`config.mk`:
```
export PLATFORM = sky130hd
export DESIGN_NAME = ioctl_upload_ctrl_flat
export DESIGN_NICKNAME = d
export VERILOG_FILES = /design/src/rtl/ioctl_upload_ctrl_if.sv /design/src/rtl/ioctl_upload_ctrl.sv /design/src/flat_wrapper.sv
export SDC_FILE = /design/constraint.sdc
export NUM_CORES = 1
export LEC_CHECK = 0
export CELL_PAD_IN_SITES_DETAIL_PLACEMENT = 1
export CELL_PAD_IN_SITES_GLOBAL_PLACEMENT = 1
export CORE_MARGIN = 2
export CORE_UTILIZATION = 40
export DETAILED_ROUTE_END_ITERATION = 10
export GPL_TIMING_DRIVEN = 0
export PLACE_DENSITY_LB_ADDON = 0.25
export SYNTH_ARGS = -nofsm -noshare
export SYNTH_HDL_FRONTEND = slang
export SYNTH_SLANG_ARGS = --single-unit
```
`constraint.sdc`:
```
create_clock -name clk_sys -period 2.44 [get_ports clk_sys]
set_input_delay 0.61 -clock clk_sys [delete_from_list [all_inputs] [get_ports clk_sys]]
set_output_delay 0.61 -clock clk_sys [all_outputs]
set_load 0.01 [all_outputs]
```
`src/rtl/ioctl_upload_ctrl_if.sv`:
```
// rtl/ioctl_upload_ctrl_if.sv - SDRAM read port bundle for the upload read-back path
interface ioctl_upload_ctrl_if #(
    parameter int AW = 23
);
    logic          port_req;
    logic          port_ack;
    logic [AW-1:0] port_a;
    logic [1:0]    port_ds;
    logic          port_we;
    logic [15:0]   port_q;

    modport master (
        output port_req, port_a, port_ds, port_we,
        input  port_ack, port_q
    );

    modport slave (
        input  port_req, port_a, port_ds, port_we,
        output port_ack, port_q
    );
endinterface

```
`src/rtl/ioctl_upload_ctrl.sv`:
```
// rtl/ioctl_upload_ctrl.sv - serves host upload byte reads from SDRAM words with a one-word cache
module ioctl_upload_ctrl #(
    parameter int AW      = 23,
    parameter int BASE    = 0,
    parameter int TIMEOUT = 1024
) (
    input  logic                 clk_sys,
    input  logic                 reset_n,
    input  logic                 ioctl_upload,
    input  logic [24:0]          ioctl_addr,
    input  logic                 ioctl_rd,
    output logic [7:0]           ioctl_din,
    output logic                 din_valid,
    output logic                 busy,
    output logic                 err_timeout,
    output logic                 err_overrun,
    ioctl_upload_ctrl_if.master  sd
);
    localparam int TW = (TIMEOUT > 1) ? $clog2(TIMEOUT) : 1;

    typedef enum logic [1:0] {S_IDLE, S_WAIT, S_RESYNC} state_t;

    state_t        state_q, state_d;
    logic          rd_q, up_q;
    logic          req_edge, up_rise, up_fall, ack_match;
    logic          hit, issue, done, tmo, resync_done;
    logic [AW-1:0] wa, cache_wa, port_a_q;
    logic [15:0]   cache;
    logic          cache_valid, port_req_q, sel_q;
    logic [TW-1:0] timer;
    logic          unused_addr;

    assign unused_addr = &{1'b0, ioctl_addr};

    assign sd.port_req = port_req_q;
    assign sd.port_a   = port_a_q;
    assign sd.port_ds  = 2'b11;
    assign sd.port_we  = 1'b0;

    assign req_edge  = ioctl_rd & ~rd_q & ioctl_upload;
    assign up_rise   = ioctl_upload & ~up_q;
    assign up_fall   = ~ioctl_upload & up_q;
    assign ack_match = (sd.port_ack == port_req_q);
    // Word address wraps modulo 2^AW by design.
    assign wa        = ioctl_addr[AW:1] + AW'(BASE);

    always_comb begin
        state_d     = state_q;
        hit         = 1'b0;
        issue       = 1'b0;
        done        = 1'b0;
        tmo         = 1'b0;
        resync_done = 1'b0;
        case (state_q)
            S_IDLE: begin
                if (req_edge) begin
                    if (cache_valid && (wa == cache_wa)) begin
                        hit = 1'b1;
                    end else begin
                        issue   = 1'b1;
                        state_d = S_WAIT;
                    end
                end
            end
            S_WAIT: begin
                if (ack_match) begin
                    done    = 1'b1;
                    state_d = S_IDLE;
                end else if (timer == TW'(TIMEOUT - 1)) begin
                    tmo     = 1'b1;
                    state_d = S_RESYNC;
                end
            end
            S_RESYNC: begin
                // A late ack must be absorbed here so it cannot complete the next fetch.
                if (ack_match) begin
                    resync_done = 1'b1;
                    state_d     = S_IDLE;
                end
            end
            default: state_d = S_IDLE;
        endcase
    end

    always_ff @(posedge clk_sys or negedge reset_n) begin
        if (!reset_n) begin
            state_q <= S_IDLE;
        end else begin
            state_q <= state_d;
        end
    end

    always_ff @(posedge clk_sys or negedge reset_n) begin
        if (!reset_n) begin
            rd_q        <= 1'b0;
            up_q        <= 1'b0;
            ioctl_din   <= 8'h00;
            din_valid   <= 1'b0;
            busy        <= 1'b0;
            err_timeout <= 1'b0;
            err_overrun <= 1'b0;
            cache_valid <= 1'b0;
            cache       <= 16'h0000;
            cache_wa    <= '0;
            port_a_q    <= '0;
            port_req_q  <= 1'b0;
            sel_q       <= 1'b0;
            timer       <= '0;
        end else begin
            rd_q      <= ioctl_rd;
            up_q      <= ioctl_upload;
            din_valid <= 1'b0;
            if (up_rise || up_fall) begin
                cache_valid <= 1'b0;
            end
            if (up_rise) begin
                err_timeout <= 1'b0;
                err_overrun <= 1'b0;
            end
            if (req_edge && (state_q != S_IDLE)) begin
                err_overrun <= 1'b1;
            end
            if (hit) begin
                ioctl_din <= ioctl_addr[0] ? cache[15:8] : cache[7:0];
                din_valid <= 1'b1;
            end
            if (issue) begin
                port_a_q   <= wa;
                port_req_q <= ~port_req_q;
                busy       <= 1'b1;
                timer      <= '0;
                sel_q      <= ioctl_addr[0];
            end
            if ((state_q == S_WAIT) && !done && !tmo) begin
                timer <= timer + TW'(1);
            end
            // Upload ending mid-fetch: handshake still completes, response is swallowed.
            if (done) begin
                cache       <= sd.port_q;
                cache_wa    <= port_a_q;
                cache_valid <= ioctl_upload;
                ioctl_din   <= sel_q ? sd.port_q[15:8] : sd.port_q[7:0];
                din_valid   <= ioctl_upload;
                busy        <= 1'b0;
            end
            if (tmo) begin
                ioctl_din   <= 8'hFF;
                din_valid   <= ioctl_upload;
                err_timeout <= 1'b1;
                cache_valid <= 1'b0;
            end
            if (resync_done) begin
                busy <= 1'b0;
            end
        end
    end
endmodule

```
`src/flat_wrapper.sv`:
```
// flat-port wrapper written by rule: the top's interface ports become plain ports
module ioctl_upload_ctrl_flat 
#(
    parameter int AW      = 23,
    parameter int BASE    = 0,
    parameter int TIMEOUT = 1024
)
  (clk_sys, reset_n, ioctl_upload, ioctl_addr, ioctl_rd, ioctl_din, din_valid, busy, err_timeout, err_overrun, sd_port_req, sd_port_a, sd_port_ds, sd_port_we, sd_port_ack, sd_port_q);
  ioctl_upload_ctrl_if #(.AW(AW)) sd_i ();
  input  logic clk_sys;
  input  logic reset_n;
  input  logic ioctl_upload;
  input  logic [24:0] ioctl_addr;
  input  logic ioctl_rd;
  output logic [7:0] ioctl_din;
  output logic din_valid;
  output logic busy;
  output logic err_timeout;
  output logic err_overrun;
  output wire logic [$bits(sd_i.port_req)-1:0] sd_port_req;
  output wire logic [$bits(sd_i.port_a)-1:0] sd_port_a;
  output wire logic [$bits(sd_i.port_ds)-1:0] sd_port_ds;
  output wire logic [$bits(sd_i.port_we)-1:0] sd_port_we;
  input wire logic [$bits(sd_i.port_ack)-1:0] sd_port_ack;
  input wire logic [$bits(sd_i.port_q)-1:0] sd_port_q;
  assign sd_port_req = sd_i.port_req;
  assign sd_port_a = sd_i.port_a;
  assign sd_port_ds = sd_i.port_ds;
  assign sd_port_we = sd_i.port_we;
  assign sd_i.port_ack = sd_port_ack;
  assign sd_i.port_q = sd_port_q;
  ioctl_upload_ctrl #(.AW(AW), .BASE(BASE), .TIMEOUT(TIMEOUT)) u_core (.clk_sys(clk_sys), .reset_n(reset_n), .ioctl_upload(ioctl_upload), .ioctl_addr(ioctl_addr), .ioctl_rd(ioctl_rd), .ioctl_din(ioctl_din), .din_valid(din_valid), .busy(busy), .err_timeout(err_timeout), .err_overrun(err_overrun), .sd(sd_i));
endmodule
```
==> results_dict.tcl <==
set metrics [dict create \
    status "finished clean" \
    end_kind "flop" \
    p_switching_mw 1.88 \
    first_pass_iters 4 \
    vias 3332 \
    ys_ff_latch 91 \
    reg2reg_slack_ps 340 \
    start_util 0.414 \
    io_pins 85 \
    tightest_slew_ps 582 \
    syn_inst 426 \
    portBuffers 80 \
    fin_nets 567 \
    slew-limit-headroom 0.612 \
    gp_congestion 0.784 \
    die_h_um 108 \
    routed_wl_mm 11.1 \
    crit_slowest_cell "clkdlybuf4s50_1" \
    antenna_cells 0 \
    cts_htree_levels 3 \
    grt_pass1_wl_mm 18.3 \
    drive_above_1_share 0.135 \
    ys_warn_count 0 \
    ys_async_sr_fraction 1.00 \
    initialDrtViolationCount 74 \
    grt-ovfl-total 0 \
    clockRootBuffer "clkbuf_8" \
    startpoint_type "input pin" \
    required_ps 2680 \
    cap_viol_max_count 0 \
    synth-seq-area-share 0.528 \
    max_freq_mhz 423 \
    cpPeakStageDelay_ps 460 \
    fin_crit_sh 0.968 \
    ir_drop_v 0.000417 \
    antenna_left 0 \
    cts_tree "yes" \
    synth_flop_cell "dfrtp_1" \
    hold_viol 0 \
    cp_cell_sequence "clkdlybuf4s50_1, xnor2_2, nand4_1, nor4_4, buf_4, a21oi_4, buf_6, mux2_4" \
    setup_slack_ps 78.5 \
    cp_max_fo 10 \
    path_clk_slew_ps 90 \
    vias_per_cell 5.05 \
    period_needed_ps 2360 \
    netlist_area_um2 4310 \
    arrival_ps 2600 \
    die-area_um2 11600 \
    grt.total_usage 0.204 \
    clk_latency_ps 360 \
    avgSynthCellArea_um2 10.1 \
    seqPwrFrac 0.436 \
    final_util 0.533 \
    clockBufferDepth 2 \
    p_clk_frac 0.198 \
    finalMaxSlewViolations 0 \
    dp_cells 644 \
    cts_sinks 91 \
    wire_per_inst_um 16.8 \
    cts_buffers 9 \
    drcViolationCount 0 \
    num_rows 37 \
    dpl.hpwl_mm 7.99 \
    power.density_nw_per_um2 1000 \
    p_leak_nw 2.46 \
    internal_power_mw 3.69 \
    p_comb_frac 0.366 \
    grt_pass1_vias 3643 \
    synth_enable_flop_cells 0 \
    area_delta_synth_final_pct 28.7 \
    coreArea_um2 10400 \
    crit_type "input pin to flop" \
    hold_buffers 0 \
    pre_cts_ws_ps -405 \
    instances_no_fill 660 \
    rsz0062_at_grt "yes" \
    grt_start_max_net_pins 60 \
    clock_skew_ps 8.17 \
    antenna_found_initial 0 \
    synth_cell_types 39 \
    setup_violations 0 \
    die_w_um 108 \
    hold_path_class "input pin to async pin" \
    swShare 0.338 \
]
==> state kept, by name (all words and copies together), names as in the netlist <==
| register | flops |
|---|---|
| u_core.cache_wa | 23 |
| u_core.sd.port_a | 23 |
| u_core.cache | 16 |
| u_core.timer | 10 |
| u_core.ioctl_din | 8 |
| u_core.state_q | 2 |
| u_core.busy | 1 |
| u_core.cache_valid | 1 |
| u_core.din_valid | 1 |
| u_core.err_overrun | 1 |
| u_core.err_timeout | 1 |
| u_core.rd_q | 1 |
| u_core.sd.port_req | 1 |
| u_core.sel_q | 1 |
| u_core.up_q | 1 |
==> worst max-delay path: cells and delay by family <==
kind | cells | cell delay, ps
xor gates and xnor gates | 1 | 220
and+or+nand+nor | 2 | 480
AOI/OAI and AO/OA | 1 | 130
muxes | 1 | 300
buffers and inverters | 3 | 850
==> Yosys cell counts (all sizes together) (5+ instances only) <==
cell,count,share of area
nand4,6,0.0087
buf,15,0.021
nand3,6,0.0070
nor2b,20,0.029
nand2,143,0.13
a211oi,16,0.028
xnor2,26,0.053
mux2,32,0.098
nor2,5,0.0044
clkbuf,5,0.0044
dfrtp,91,0.53
o21ai,23,0.027
==> power by group through the flow <==
stage / combinational [mW] / sequential (mW) / clock, mW
6_report: 2.04 / 2.43 / 1.10
5_1_grt: 2.26 / 2.50 / 1.20
4_1_cts: 2.06 / 2.43 / 1.15
3_5_place_dp: 2.04 / 2.45 / 0
3_3_place_gp: 1.96 / 2.42 / 0
2_1_floorplan: 1.10 / 2.46 / 0
==> path summary, 6_finish.rpt <==
check	from	to	cells after the start
worst max-delay path	ioctl_addr[19]	u_core.sd.port_a[13]	8
min in group clk_sys	u_core.cache[0]	u_core.cache[0]	2
max in group asynchronous	reset_n	u_core.sd.port_a[18]	2
worst max register to register	u_core.timer[0]	u_core.ioctl_din[5]	6
worst min register to register	u_core.cache[0]	u_core.cache[0]	2
worst min-delay path	reset_n	u_core.cache[5]	1
==> layer usage <==
layer / vias to the layer above / share of wire / global-route usage / wire, um
met2: 63 / 0.50 / 0.350 / 5550
met3: 9 / 0.038 / 0.0454 / 417
met5: - / 0 / 0 / 0
li1: 1594 / - / - / -
met1: 1666 / 0.45 / 0.263 / 5000
met4: 0 / 0.0086 / 0.0485 / 95
==> layout make-up <==
| type | count | area (um^2) |
|---|---|---|
| Inverter | 3 | 11.3 |
| Sequential cell | 91 | 2280 |
| Multi-Input combinational cell | 313 | 1940 |
| Tap cell | 136 | 170 |
| Fill cell | 1172 | 4870 |
| Timing Repair Buffer | 82 | 833 |
| Clock inverter | 5 | 77.6 |
| Clock buffer | 11 | 131 |
| Buffer | 19 | 106 |
==> placed cells by master, fill, tap and decap left out, types with 3 or more instances in the layout <==
cell type          n
buf_4              5
xnor2_1           25
buf_1              3
mux2_4            17
a211oi_1          16
o22ai_1            3
conb_1             3
nand2_1          142
o21a_1             3
clkbuf_1           6
clkbuf_8           9
dfrtp_1           91
o21ai_0           23
nand4_1            6
nor2b_1           20
nor2_1             5
nand3_1            6
xor2_1             3
buf_2              5
clkdlybuf4s50_1   79
mux2_2            15
inv_1              3
==> cells by family after synthesis <==
family	Yosys count	share of synthesized area
AOI/OAI and AO/OA	50	0.0740
muxes	32	0.0984
DFF	91	0.528
adders and majority gates	2	0.00580
and+or+nand+nor	197	0.205
buffers and inverters	23	0.0276
other	2	0.00174
xor gates and xnor gates	29	0.0589
==> per-stage QoR <==
| step | setup TNS [ps] | area (um^2) | hold slack, ps | power, mW |
|---|---|---|---|---|
| after CTS | 0 | 5520 | 189 | 5.63 |
| after detailed placement | -23400 | 5310 | 463 | 4.50 |
| after floorplan | 0 | 4310 | 314 | 3.56 |
| after global placement | -267570 | 5290 | 451 | 4.38 |
| after global routing | -0.0686 | 5550 | 210 | 5.95 |
| final | 0 | 5550 | 195 | 5.57 |
==> timing repair <==
action                                  4_1_cts  5_1_grt
pin swaps                                     1        1
endpoints found under the setup margin       24       38
gates resized for setup                       0        6
setup buffers                                 0        1
cloned                                        0        0
No activity file was read; power rests on OpenSTA's default activity.
